===== src/rtl/hazard_stall_ctrl_if.sv =====
// hazard_stall_ctrl_if
// Bundles the hazard-detector side and the pipeline-control side of the
// stall/flush controller.
//   master : hazard detector / pipeline (drives requests, receives controls)
//   slave  : hazard_stall_ctrl (receives requests, drives controls)
// Signals:
//   hold_req[NREG]     stage s cannot advance this cycle (level)
//   ld_stall_cnt[CNT_W] counted-stall length for the decode stage, 0 = none
//   redirect           taken control transfer from the redirect stage
//   pc_en, reg_en, reg_flush  pipeline controls (flush overrides enable)
//   redirect_ack       redirect accepted this cycle
//   cnt_busy           counted stall in progress (controller state visible)
// Handshake: redirect behaves as a valid and redirect_ack as its ready; the
// source keeps redirect asserted and unchanged until it sees redirect_ack
// high in the same cycle, and the transfer completes on that clock edge.
interface hazard_stall_ctrl_if #(
  parameter int NREG  = 4,
  parameter int CNT_W = 3
);
  logic [NREG-1:0]  hold_req;
  logic [CNT_W-1:0] ld_stall_cnt;
  logic             redirect;
  logic             pc_en;
  logic [NREG-1:0]  reg_en;
  logic [NREG-1:0]  reg_flush;
  logic             redirect_ack;
  logic             cnt_busy;

  modport master (
    output hold_req, ld_stall_cnt, redirect,
    input  pc_en, reg_en, reg_flush, redirect_ack, cnt_busy
  );

  modport slave (
    input  hold_req, ld_stall_cnt, redirect,
    output pc_en, reg_en, reg_flush, redirect_ack, cnt_busy
  );
endinterface


===== src/rtl/hazard_stall_ctrl.sv =====
// hazard_stall_ctrl
// Stall/flush controller for an in-order pipeline of NREG pipeline registers.
// Register j sits between stage j and stage j+1; stage 0 is fetch.
// Merges per-stage hold requests, a counted decode-stage stall and a
// redirect from stage RSTG into PC enable, per-register enable and flush.
// Ports:
//   clk   : rising-edge clock
//   rst   : asynchronous, active-low reset
//   bus   : hazard_stall_ctrl_if.slave (requests in, controls out)
//   perf_stall_cycles[31:0] : saturating count of pc_en=0 cycles, present
//                             only when STALL_PERF_EN is defined
// Optional feature macro: STALL_PERF_EN
module hazard_stall_ctrl #(
  parameter int NREG  = 4,
  parameter int CNT_W = 3,
  parameter int DSTG  = 1,
  parameter int RSTG  = 2
) (
  input  logic                  clk,
  input  logic                  rst,
  hazard_stall_ctrl_if.slave    bus
`ifdef STALL_PERF_EN
  ,
  output logic [31:0]           perf_stall_cycles
`endif
);

  localparam int              KW      = (NREG > 2) ? $clog2(NREG) : 1;
  localparam logic [KW-1:0]   DSTG_K  = KW'(DSTG);
  localparam logic [NREG-1:0] RFLUSH  = NREG'((1 << RSTG) - 1);

  typedef enum logic {
    IDLE  = 1'b0,
    COUNT = 1'b1
  } state_t;

  state_t           r_state;
  logic [CNT_W-1:0] r_cnt;

  logic [KW-1:0]    w_kh;
  logic             w_kh_vld;
  logic             w_frozen_d;
  logic             w_ack;
  logic             w_cnt_act;
  logic             w_hold;
  logic [KW-1:0]    w_k;

  // Highest holding stage; every stage below it is frozen.
  always_comb begin
    w_kh     = '0;
    w_kh_vld = 1'b0;
    for (int s = 0; s < NREG; s++) begin
      if (bus.hold_req[s]) begin
        w_kh     = s[KW-1:0];
        w_kh_vld = 1'b1;
      end
    end
  end

  assign w_frozen_d = w_kh_vld && (w_kh > DSTG_K);
  // Holds at or beyond the redirect stage block the redirect; holds in
  // younger stages are discarded because those stages get flushed anyway.
  assign w_ack      = bus.redirect && !(|bus.hold_req[NREG-1:RSTG]);
  assign w_cnt_act  = !w_ack &&
                      ((r_state == COUNT) ||
                       ((r_state == IDLE) && (bus.ld_stall_cnt != '0) && !w_frozen_d));
  assign w_hold     = w_kh_vld || w_cnt_act;
  assign w_k        = (w_cnt_act && (!w_kh_vld || (w_kh < DSTG_K))) ? DSTG_K : w_kh;

  always_comb begin
    bus.pc_en        = 1'b1;
    bus.reg_en       = '1;
    bus.reg_flush    = '0;
    bus.redirect_ack = 1'b0;
    bus.cnt_busy     = 1'b0;
    if (rst) begin
      bus.redirect_ack = w_ack;
      bus.cnt_busy     = (r_state == COUNT);
      if (w_ack) begin
        bus.reg_flush = RFLUSH;
      end else if (w_hold) begin
        // Register K takes a bubble, older registers drain, younger freeze.
        bus.pc_en = 1'b0;
        for (int j = 0; j < NREG; j++) begin
          bus.reg_en[j]    = (j > int'(w_k));
          bus.reg_flush[j] = (j == int'(w_k));
        end
      end
    end
  end

  // r_cnt holds the stall cycles still owed after the current one.
  always_ff @(posedge clk or negedge rst) begin
    if (!rst) begin
      r_state <= IDLE;
      r_cnt   <= '0;
    end else begin
      case (r_state)
        IDLE: begin
          if (w_cnt_act) begin
            r_cnt   <= bus.ld_stall_cnt - CNT_W'(1);
            r_state <= (bus.ld_stall_cnt > CNT_W'(1)) ? COUNT : IDLE;
          end
        end
        COUNT: begin
          if (w_ack) begin
            r_cnt   <= '0;
            r_state <= IDLE;
          end else if (!w_frozen_d) begin
            r_cnt <= r_cnt - CNT_W'(1);
            if (r_cnt == CNT_W'(1)) r_state <= IDLE;
          end
        end
        default: begin
          r_state <= IDLE;
          r_cnt   <= '0;
        end
      endcase
    end
  end

`ifdef STALL_PERF_EN
  logic [31:0] r_perf;

  always_ff @(posedge clk or negedge rst) begin
    if (!rst) begin
      r_perf <= '0;
    end else if (!bus.pc_en && (r_perf != 32'hFFFF_FFFF)) begin
      r_perf <= r_perf + 32'd1;
    end
  end

  assign perf_stall_cycles = r_perf;
`endif

endmodule


===== src/flat_wrapper.sv =====
// flat-port wrapper written by rule: the top's interface ports become plain ports
module hazard_stall_ctrl_flat 
#(
  parameter int NREG  = 4,
  parameter int CNT_W = 3,
  parameter int DSTG  = 1,
  parameter int RSTG  = 2
)
  (clk, rst, bus_hold_req, bus_ld_stall_cnt, bus_redirect, bus_pc_en, bus_reg_en, bus_reg_flush, bus_redirect_ack, bus_cnt_busy);
  hazard_stall_ctrl_if #(.NREG(NREG), .CNT_W(CNT_W)) bus_i ();
  input  logic clk;
  input  logic rst;
  input wire logic [$bits(bus_i.hold_req)-1:0] bus_hold_req;
  input wire logic [$bits(bus_i.ld_stall_cnt)-1:0] bus_ld_stall_cnt;
  input wire logic [$bits(bus_i.redirect)-1:0] bus_redirect;
  output wire logic [$bits(bus_i.pc_en)-1:0] bus_pc_en;
  output wire logic [$bits(bus_i.reg_en)-1:0] bus_reg_en;
  output wire logic [$bits(bus_i.reg_flush)-1:0] bus_reg_flush;
  output wire logic [$bits(bus_i.redirect_ack)-1:0] bus_redirect_ack;
  output wire logic [$bits(bus_i.cnt_busy)-1:0] bus_cnt_busy;
  assign bus_i.hold_req = bus_hold_req;
  assign bus_i.ld_stall_cnt = bus_ld_stall_cnt;
  assign bus_i.redirect = bus_redirect;
  assign bus_pc_en = bus_i.pc_en;
  assign bus_reg_en = bus_i.reg_en;
  assign bus_reg_flush = bus_i.reg_flush;
  assign bus_redirect_ack = bus_i.redirect_ack;
  assign bus_cnt_busy = bus_i.cnt_busy;
  hazard_stall_ctrl #(.NREG(NREG), .CNT_W(CNT_W), .DSTG(DSTG), .RSTG(RSTG)) u_core (.clk(clk), .rst(rst), .bus(bus_i));
endmodule

===== config.mk =====
export PLATFORM = sky130hd
export DESIGN_NAME = hazard_stall_ctrl_flat
export DESIGN_NICKNAME = d
export VERILOG_FILES = /design/src/rtl/hazard_stall_ctrl_if.sv /design/src/rtl/hazard_stall_ctrl.sv /design/src/flat_wrapper.sv
export SDC_FILE = /design/constraint.sdc
export NUM_CORES = 1
export LEC_CHECK = 0
export CORE_AREA = 2 2 39 41
export CTS_CLUSTER_SIZE = 20
export DETAILED_ROUTE_END_ITERATION = 8
export DIE_AREA = 0 0 41 43
export PLACE_DENSITY = 0.69
export SYNTH_ARGS = -nofsm -noshare
export SYNTH_HDL_FRONTEND = slang
export SYNTH_SLANG_ARGS = --single-unit

===== constraint.sdc =====
create_clock -name clk -period 2.8 [get_ports clk]
set_input_delay 0.56 -clock clk [delete_from_list [all_inputs] [get_ports clk]]
set_output_delay 0.56 -clock clk [all_outputs]
set_load 0.01 [all_outputs]

==> summary.md <==
| Metric | Value |
|---|---|
| Worst r2r src | u_core.r_cnt[0] |
| EDFF count, synth | 0 |
| Reg power frac | 0.337 |
| CTS max path bufs | 2 |
| Mapped Nets | 79 |
| Logic pwr share | 0.473 |
| # diodes | 0 |
| Leak | around 0.38 nW |
| RSZ-0062 raised after global routing | false |
| Average vias per placed instance | approximately 4.9 |
| Vias in the first global route | between 400 and 500 |
| Setup Viol. Count Final | 0 |
| Max-cap violation count | 0 |
| Placed Cells | around 110 |
| Reg-to-reg endpoint | u_core.r_cnt[2] |
| Post-DRT Antenna Nets | 0 |
| Async SR Flop Fraction | 1.00 |
| RePlAce Congestion | around 0.84 |
| Seq/Total Area, Yosys | 0.214 |
| Vias post-DR | roughly 530 |
| Setup TNS | 0 ns |
| Hold buffer count at CTS | 0 |
| Area Growth Syn to Fin | 58.6% |
| Mean Syn Cell Area | approximately 7.3 um2 |
| Switching part of the total | 0.391 |
| Power density cells | around 500 mW/mm2 |
| GRT busiest layer | met2 |
| Place WS | -0.122 ns |
| Count of different cell masters after synthesis | 25 |
| DRC errors left | 0 |
| Post-layout net count | 109 |
| Grt total ovfl | 0 |
| Warnings from Yosys | 0 |
| I/O pin count | 21 |
| Met3 Use GR | 0.0838 |
| Root buf cell | clkbuf_4 |
| Fin crit period | 2.63 ns |
| Port-buffer cells | 20 |
| Met2 Track Usage GR | 0.253 |
| WHS | 0.505 ns |
| Worst-path clk slew | approximately 0.030 ns |
| Row count | 14 |
| Most common flop cell mapped by yosys | dfrtp_1 |
| Largest net degree at the start of global routing | 13 |
| Worst hold path type | flop to flop |
| CTS H-Tree Depth | 1 |
| Family with the most delay on the worst path | buffers and inverters |
| R2R Setup Slk | approximately 1.6 ns |
| Worst rel slew slack | 0.691 |
| Fin. Hold Viols | 0 |
| Setup CP Type | primary input to output pin |
| Number of synthesized register bits | 4 |
| Final worst-path cycle share | 0.941 |
| CP Depth | 8 |
| Hold wc startpoint | u_core.r_cnt[1] |
| Outcome | completed |
| Die W | slightly above 40 um |
| Die height | 43 um |
| WL final | around 1100 um |
| Total core area | 0.00138 mm2 |
| CTS tree | yes |
| CP peak stage delay | 0.42 ns |
| Cells on worst reg2reg path | 6 |
| Iter 0 DRT Violations | 9 |
| Worst Tran Pin Value | ~0.46 ns |
| CP Data Required Time | between 2 and 2.5 ns |
| Commonest non-fill, non-tap cell in the layout | clkdlybuf4s50_1 |
| DIE AREA | 0.00176 mm2 |
| Critical path arrival | 2.07 ns |
| Crit start category | primary input |
| Starting Density | 0.338 |
| WL/cell | between 10 and 15 um |
| Layout cell share with drive strength beyond 1 | 0.152 |
| Switching pwr | around 0.00015 W |
| Clk sinks | 4 |
| CTS Buf Count | 3 |
| Max Clock Skew | 0.00139 ns |
| Clk_lat worst skew | 0.24 ns |
| Crit end category | output pin |
| Fin cells | around 110 |
| Initial antenna violation count | 0 |
| Mapped cell area | ~470 um2 |
| Final Max Tran Viols | 0 |
| Clk pwr share | 0.191 |
| Final Core Density | 0.536 |
| First-pass GRT wire length | between 1500 and 2000 um |
| Drt pass-1 iters | 4 |
| Hold Crit Endpoint | u_core.r_cnt[1] |
| Master of the slowest instance on the critical path | clkdlybuf4s50_1 |
| GRT Total Usage | 0.147 |
| Worst Hold Depth | 2 |
| Internal power | ~0.00023 W |
| M1 GR Usage | 0.149 |
| Max Fanout on Critical Path | 4 |
| Worst path cell trace | clkdlybuf4s50_1 > inv_1 > ha_1 > nand2b_1 > nor3_2 > a21oi_1 > o21ai_1 > dlygate4sd2_1 |
| Fmax | between 300 and 400 MHz |
| Most frequent cells in the layout | clkdlybuf4s50_1 (15), inv_1 (9), nand2_1 (8), buf_4 (8), a21oi_1 (6) |
| Peak supply drop | 0.421 mV |
| Setup WS post-layout | about 0.17 ns |
| Cell count after synthesis | 64 |
| Buf/Inv on CP | 3 |
==> metrics by stage <==
step / instance area, um2 / power (W)
floorplan: 468 / 0.000247
global placement: 722 / 0.000305
detailed placement: 722 / 0.000309
CTS: 739 / 0.000383
global route: 742 / 0.000417
finish: 742 / 0.000376
==> worst max path at each step <==
stage / startpoint / end / slack [ns]
floorplan: bus_ld_stall_cnt[1] / bus_reg_en[0] / 0.61
global placement: bus_ld_stall_cnt[0] / bus_pc_en / -0.05
detailed placement: bus_ld_stall_cnt[0] / bus_pc_en / -0.12
CTS: bus_ld_stall_cnt[0] / bus_reg_flush[1] / 0.02
global route: bus_ld_stall_cnt[0] / bus_pc_en / 0.01
finish: bus_ld_stall_cnt[0] / bus_pc_en / 0.17
==> flip-flops by register name, indices dropped and copies added, names as in the netlist <==
register and count:
u_core.r_cnt 3, u_core.r_state 1
==> routing by layer <==
metal / share of wire / wire, um
met5: 0 / 0
met4: 0 / 0
met3: 0.13 / 150
met2: 0.47 / 528
met1: 0.39 / 439
==> cell type report <==
type                    instances  area (um2)
clock buffers                   3        22.5
inverters                       9        33.8
multi-input cells              48         308
repair buffers                 28         258
well taps                      16        20.0
fillers                       138         642
flip-flops and latches          4         100
==> cell families (layout without fill, tap and decap cells) <==
group	Yosys count	after routing	share of synthesized area
simple gates	26	26	0.286
compound gates	17	17	0.238
buf+inv	12	40	0.128
fa+ha+maj	5	5	0.134
flops	4	4	0.214
==> worst min-delay path, delay by kind of cell (launching register included) <==
kind	cells	cell delay, ns
compound gates	1	0.07
flops	1	0.34
simple gates	1	0.06
==> what timing repair did <==
action,CTS,global route
endpoints found under the setup margin,4,1
gates cloned,0,0
gates resized for setup,4,1
buffers inserted,0,0
==> synthesized netlist by cell type, types with 2 or more instances <==
cell	instances	area share
o21ai_1	2	0.021
buf_4	2	0.032
nand2_1	8	0.064
o21ai_0	4	0.043
a21oi_1	6	0.064
inv_1	9	0.072
dfrtp_1	4	0.21
nor3b_1	2	0.032
nor3_1	2	0.021
nor2b_1	2	0.027
nor2_1	5	0.040
ha_1	5	0.13
==> power groups by stage <==
stage          registers [W]  clock network [W]  logic (W)
4_1_cts             0.000127          0.0000752   0.000180
3_3_place_gp        0.000127                  0   0.000178
2_1_floorplan       0.000105                  0   0.000142
3_5_place_dp        0.000127                  0   0.000182
5_1_grt             0.000132          0.0000804   0.000204
6_report            0.000127          0.0000717   0.000178
(Power assumes the default switching activity.)
